## src/rtl/norm_div.sv

```systemverilog
// Normalizes a 3x3 window by its L2 magnitude: one restoring radix-2 divide per
// element, streamed out as U1.FRAC fractions. Define NORM_DIV_ROUND_EN for round-to-nearest.
module norm_div #(
  parameter int FRAC = 8
) (
  input  logic              clk,
  input  logic              rst_n,
  input  logic              in_valid,
  output logic              in_ready,
  input  logic [9:0]        da,
  input  logic [9:0]        db,
  input  logic [9:0]        dc,
  input  logic [9:0]        dd,
  input  logic [9:0]        de,
  input  logic [9:0]        df,
  input  logic [9:0]        dg,
  input  logic [9:0]        dh,
  input  logic [9:0]        di,
  input  logic [10:0]       magnitude,
  output logic              out_valid,
  input  logic              out_ready,
  output logic [FRAC:0]     q,
  output logic [3:0]        out_idx,
  output logic              out_last
);
  localparam int DW = 10 + FRAC;
  localparam int OW = FRAC + 1;
`ifdef NORM_DIV_ROUND_EN
  localparam int QW = DW + 1;
`else
  localparam int QW = DW;
`endif
  localparam int CW = $clog2(QW + 1);
  localparam logic [QW-1:0] ONE = QW'(1) << FRAC;

  typedef enum logic [1:0] {IDLE, LOAD, DIV, OUT} state_t;

  state_t        state;
  logic [9:0]    d_lat [9];
  logic [10:0]   mag;
  logic [3:0]    idx;
  logic [QW-1:0] dvd;
  logic [QW-1:0] quo;
  logic [11:0]   rem;
  logic [CW-1:0] cnt;

  logic [11:0]   rem_sh;
  logic          take;
  logic [11:0]   rem_nx;
  logic [QW-1:0] quo_nx;
  logic [QW-1:0] dvd_ld;
  logic [OW-1:0] q_sat;

  // One restoring step; the guard bit keeps the shifted remainder from overflowing.
  always_comb begin
    rem_sh = {rem[10:0], dvd[QW-1]};
    take   = (rem_sh >= {1'b0, mag});
    rem_nx = take ? (rem_sh - {1'b0, mag}) : rem_sh;
    quo_nx = {quo[QW-2:0], take};
`ifdef NORM_DIV_ROUND_EN
    dvd_ld = (QW'(d_lat[idx]) << FRAC) + QW'(mag >> 1);
`else
    dvd_ld = QW'(d_lat[idx]) << FRAC;
`endif
    q_sat  = (quo_nx > ONE) ? ONE[OW-1:0] : quo_nx[OW-1:0];
  end

  assign out_idx = idx;

  always_ff @(posedge clk or negedge rst_n) begin
    if (!rst_n) begin
      state     <= IDLE;
      in_ready  <= 1'b1;
      out_valid <= 1'b0;
      out_last  <= 1'b0;
      q         <= '0;
      idx       <= '0;
      mag       <= '0;
      dvd       <= '0;
      quo       <= '0;
      rem       <= '0;
      cnt       <= '0;
      for (int i = 0; i < 9; i++) d_lat[i] <= '0;
    end else begin
      case (state)
        IDLE: if (in_valid) begin
          d_lat[0] <= da; d_lat[1] <= db; d_lat[2] <= dc;
          d_lat[3] <= dd; d_lat[4] <= de; d_lat[5] <= df;
          d_lat[6] <= dg; d_lat[7] <= dh; d_lat[8] <= di;
          mag      <= magnitude;
          idx      <= '0;
          in_ready <= 1'b0;
          state    <= LOAD;
        end
        LOAD: begin
          dvd <= dvd_ld;
          rem <= '0;
          quo <= '0;
          cnt <= CW'(QW);
          if (mag == '0) begin
            q         <= '0;
            out_valid <= 1'b1;
            out_last  <= (idx == 4'd8);
            state     <= OUT;
          end else begin
            state <= DIV;
          end
        end
        DIV: begin
          dvd <= dvd << 1;
          rem <= rem_nx;
          quo <= quo_nx;
          cnt <= cnt - 1'b1;
          if (cnt == CW'(1)) begin
            q         <= q_sat;
            out_valid <= 1'b1;
            out_last  <= (idx == 4'd8);
            state     <= OUT;
          end
        end
        OUT: if (out_ready) begin
          out_valid <= 1'b0;
          out_last  <= 1'b0;
          if (idx == 4'd8) begin
            idx      <= '0;
            in_ready <= 1'b1;
            state    <= IDLE;
          end else begin
            idx   <= idx + 1'b1;
            state <= LOAD;
          end
        end
        default: state <= IDLE;
      endcase
    end
  end
endmodule
```

## config.mk

```make
export PLATFORM = sky130hd
export DESIGN_NAME = norm_div
export DESIGN_NICKNAME = d
export VERILOG_FILES = /design/src/rtl/norm_div.sv
export SDC_FILE = /design/constraint.sdc
export NUM_CORES = 1
export LEC_CHECK = 0
export BUFFER_PORTS_ARGS = -buffer_cell sky130_fd_sc_hd__buf_2
export CAP_MARGIN = 20
export CORE_UTILIZATION = 45
export DETAILED_ROUTE_END_ITERATION = 6
export HOLD_SLACK_MARGIN = 0.05
export PLACE_DENSITY_LB_ADDON = 0.15
export SETUP_SLACK_MARGIN = 0.4
export SYNTH_ARGS = -nofsm -noshare
export SYNTH_HDL_FRONTEND = slang
export SYNTH_SLANG_ARGS = --single-unit
```

## constraint.sdc

```tcl
create_clock -name clk -period 2.29 [get_ports clk]
set_input_delay 0.458 -clock clk [delete_from_list [all_inputs] [get_ports clk]]
set_output_delay 0.458 -clock clk [all_outputs]
set_load 0.1 [all_outputs]
```

==> load_flow_metrics.sql <==
INSERT INTO impl_metrics (metric_group, metric, value, unit) VALUES
('status', 'status', 'finished clean', ''),
('drt', 'number_of_detailed_route_iterations_in_the_first_pass', '4', ''),
('global_routing', 'antenna_violations_before_repair', '3', ''),
('drt', 'routed_wire_length_per_instance', '17.91', 'um'),
('logic_synthesis', 'synth-seq-cells', '162', ''),
('cts', 'clockRootBuffer', 'sky130_fd_sc_hd__clkbuf_16', ''),
('placement', 'post-dp-hpwl', '12280', 'um'),
('layout', 'fraction_of_final_layout_cells_with_drive_strength_greater_than_1', '0.4446', ''),
('logic_synthesis', 'yosys-top-cells-area', 'sky130_fd_sc_hd__dfrtp_1 (52%), sky130_fd_sc_hd__mux2_2 (15%), sky130_fd_sc_hd__mux4_2 (5.8%)', ''),
('logic_synthesis', 'synth_common_cells', 'sky130_fd_sc_hd__dfrtp_1 (161), sky130_fd_sc_hd__mux2_2 (102), sky130_fd_sc_hd__inv_1 (40), sky130_fd_sc_hd__o21ai_0 (40), sky130_fd_sc_hd__clkbuf_1 (29)', ''),
('layout', 'ff_latch_area', '4066', 'um2'),
('power', 'power_per_cell_area', '1354', 'nW/um2'),
('worst_setup_path', 'crit_path_max_incr_delay', '0.37', 'ns'),
('global_routing', 'grt_start_max_net_pins', '63', ''),
('drt', 'remaining_drc_errors', '0', ''),
('cts', 'tritoncts_num_sinks', '162', ''),
('power', 'pwr-share-comb', '0.430', ''),
('drt', 'final_wl', '17720', 'um'),
('logic_synthesis', 'seq_area_frac_synth', '0.5211', ''),
('logic_synthesis', 'synth-async-reset-ratio', '1.000', ''),
('timing', 'final-setup-viol-count', '0', ''),
('power', 'static-leakage-power', '4.377', 'nW'),
('worst_setup_path', 'worstPathMaxFanout', '17', ''),
('layout', 'area_growth_from_synthesis_to_final_layout', '24.73', '%'),
('logic_synthesis', 'synthMostInstantiatedCell', 'sky130_fd_sc_hd__dfrtp_1', ''),
('timing', 'top_achievable_clock_speed', '0.4629', 'GHz'),
('timing', 'timing.slew.headroom', '0.5983', ''),
('timing', 'totalNegativeSetupSlack', '0', 'ns'),
('logic_synthesis', 'yosys.area.top_type', 'sky130_fd_sc_hd__dfrtp_1', ''),
('logic_synthesis', 'mappedNetlistNets', '742', ''),
('timing', 'final.period_utilization', '0.9434', ''),
('logic_synthesis', 'yosys_warnings', '0', ''),
('die', 'core', '16760', 'um2'),
('logic_synthesis', 'synth_edf_count', '0', ''),
('power', 'clock_power_frac', '0.216', ''),
('power', 'power_share_of_the_sequential_group', '0.354', ''),
('drt', 'num_vias', '5276', ''),
('drt', 'drt_iter0_markers', '229', ''),
('power', 'switching_power', '4.656', 'mW'),
('die', 'dieArea', '17820', 'um2'),
('worst_setup_path', 'endpoint_kind', 'flip-flop', ''),
('global_routing', 'globalRouteOverflowTotal', '0', ''),
('global_routing', 'grtUsageMet1', '0.2634', ''),
('timing', 'layout_min_cycle_time', '2.160', 'ns'),
('timing', 'tightest_slew', '0.6025', 'ns'),
('worst_setup_path', 'timing.critical_path.cells', 'inv_1 -> ha_1 -> and4_1 -> a31oi_1 -> and2b_4 -> a211oi_4 -> buf_12 -> nor3_1 -> a221o_1', ''),
('die', 'vertical_die_dimension', '133.5', 'um'),
('timing', 'report.final.hold_viol_count', '0', ''),
('placement', 'numPortBuffers', '120', ''),
('drt', 'route.detailed.vias_per_inst', '5.335', ''),
('power', 'cellInternalPower', '8.487', 'mW'),
('timing', 'setup_repair_after_global_routing_missed_its_margin', 'yes', ''),
('logic_synthesis', 'avgSynthCellArea', '12.61', 'um2'),
('logic_synthesis', 'post_synth_top_flop', 'sky130_fd_sc_hd__dfrtp_1', ''),
('power', 'vdd_ir_drop_max', '0.8862', 'mV'),
('cts', 'tritoncts', 'done', ''),
('cts', 'clkLatencyLatePin', '0.42', 'ns'),
('worst_setup_path', 'worstPathRequired', '2.60', 'ns'),
('layout', 'final_net_count', '879', ''),
('min_path', 'path_category_of_the_worst_min_delay_check', 'in -> reg', ''),
('placement', 'gp_routability_congestion', '0.8585', ''),
('global_routing', 'met2_global_route_usage', '0.3547', ''),
('flow_run', 'drv_cap', '0', ''),
('worst_setup_path', 'cpMaxStageDelayCell', 'sky130_fd_sc_hd__dfrtp_1', ''),
('timing', 'timing.final.max_slew_violations', '0', ''),
('die', 'die-width', '133.5', 'um'),
('worst_setup_path', 'critical_path_at', '2.47', 'ns'),
('die', 'rows', '47', ''),
('worst_setup_path', 'critPathLaunchType', 'flip-flop', ''),
('timing', 'max_clock_skew', '0.005219', 'ns'),
('global_routing', 'number_of_global_route_vias_before_repair', '5692', '');
path summary, 6_finish.rpt:
| kind | end | cells after the start | slack (ns) | startpoint |
|---|---|---|---|---|
| max in group asynchronous | out_idx[2] | 3 | 0.95 | rst_n |
| min in group asynchronous | q[7] | 2 | 0.59 | rst_n |
| hold / removal | d_lat[46] | 2 | 0.26 | de[6] |
| hold reg to reg | q[0] | 2 | 0.48 | q[0] |
| setup reg to reg | rem[6] | 9 | 0.13 | mag[7] |
| setup / recovery | rem[6] | 9 | 0.13 | mag[7] |
layer usage:
metal | vias to the layer above | share of wire
met3 | 19 | 0.048
met4 | 0 | 0.016
met2 | 107 | 0.50
met1 | 2630 | 0.44
met5 | - | 0
li1 | 2520 | -
worst max-delay path, delay by kind of cell, from the launching register on:
family / cells / cell delay, ns
AOI/OAI and AO/OA: 3 / 0.62
adders and majority gates: 1 / 0.34
and+or+nand+nor: 3 / 0.48
DFF: 1 / 0.37
buffers and inverters: 2 / 0.23
cell usage in the layout, fill, tap and decap left out, types with 3 or more instances in the layout:
cell type and n:
sky130_fd_sc_hd__ha_1 11, sky130_fd_sc_hd__buf_4 23, sky130_fd_sc_hd__o21ai_0 39, sky130_fd_sc_hd__o21ai_1 3, sky130_fd_sc_hd__a21oi_1 6, sky130_fd_sc_hd__nor3_1 3, sky130_fd_sc_hd__o211ai_1 3, sky130_fd_sc_hd__a211oi_1 4
sky130_fd_sc_hd__o31ai_1 7, sky130_fd_sc_hd__xnor2_1 5, sky130_fd_sc_hd__nand3_1 23, sky130_fd_sc_hd__nand2b_1 4, sky130_fd_sc_hd__clkinv_4 5, sky130_fd_sc_hd__dfrtp_1 158, sky130_fd_sc_hd__clkbuf_8 6, sky130_fd_sc_hd__nand2_1 18
sky130_fd_sc_hd__a31oi_1 4, sky130_fd_sc_hd__mux2i_1 16, sky130_fd_sc_hd__xor2_1 3, sky130_fd_sc_hd__mux2_2 102, sky130_fd_sc_hd__buf_2 115, sky130_fd_sc_hd__o2bb2ai_1 11, sky130_fd_sc_hd__nand4_1 4, sky130_fd_sc_hd__nor4_1 3
sky130_fd_sc_hd__buf_12 11, sky130_fd_sc_hd__dfrtp_4 3, sky130_fd_sc_hd__a211o_1 3, sky130_fd_sc_hd__and3_1 4, sky130_fd_sc_hd__inv_1 38, sky130_fd_sc_hd__ha_4 6, sky130_fd_sc_hd__clkbuf_16 18, sky130_fd_sc_hd__a22o_1 10
sky130_fd_sc_hd__nor2_1 22, sky130_fd_sc_hd__mux4_2 20, sky130_fd_sc_hd__nor2b_1 4, sky130_fd_sc_hd__a211oi_2 5
sequential cells by signal, indices dropped and copies added (netlist names):
| signal | flops |
|---|---|
| in_ready | 1 |
| quo | 17 |
| d_lat | 90 |
| out_last | 1 |
| out_idx | 4 |
| rem | 11 |
| state | 2 |
| dvd | 10 |
| cnt | 5 |
| mag | 11 |
| out_valid | 1 |
| q | 9 |
through the flow:
step	worst slack, ns	hold slack (ns)	utilization	total power, mW	cells
after floorplan	0.1670	0.1624	-	8.586	617
after global placement	0.1444	0.4636	0.5253	9.714	939
after detailed placement	0.08341	0.4727	0.5253	9.913	939
after CTS	0.1389	0.2398	0.5687	12.97	979
after global routing	0.02044	0.2506	0.5790	13.98	988
final	0.1296	0.2594	0.5792	13.14	989
area by class of cell:
| cell class | instances | area share |
|---|---|---|
| Sequential cell | 162 | 0.4189 |
| Multi-Input combinational cell | 379 | 0.3674 |
| Timing Repair Buffer | 154 | 0.1069 |
| Clock buffer | 23 | 0.05233 |
| Tap cell | 220 | 0.02836 |
| Inverter | 40 | 0.01585 |
| Clock inverter | 9 | 0.009796 |
| Antenna cell | 2 | 0.0005156 |
kinds of logic after synthesis:
family | Yosys count | synth area share
adders and majority gates | 20 | 0.03312
buffers and inverters | 76 | 0.03874
AOI/OAI and AO/OA | 113 | 0.1032
muxes | 140 | 0.2288
xor gates and xnor gates | 8 | 0.009004
and+or+nand+nor | 98 | 0.06607
DFF | 162 | 0.5211
power groups by stage:
stage          clock, mW  combinational (mW)  sequential [mW]
6_report            2.83                5.65             4.65
5_1_grt             3.02                6.17             4.80
4_1_cts             2.90                5.40             4.67
3_5_place_dp           0                5.09             4.82
3_3_place_gp           0                4.96             4.75
2_1_floorplan          0                3.87             4.71
repair_timing:
item	CTS	global route
endpoints found under the hold margin	57	0
hold buffers	1	0
resized for setup	7	19
setup endpoints to repair	31	121
setup buffers	7	7
gates cloned	0	1
pin swaps	2	4
Note: power is estimated with default switching activity, not from simulation.
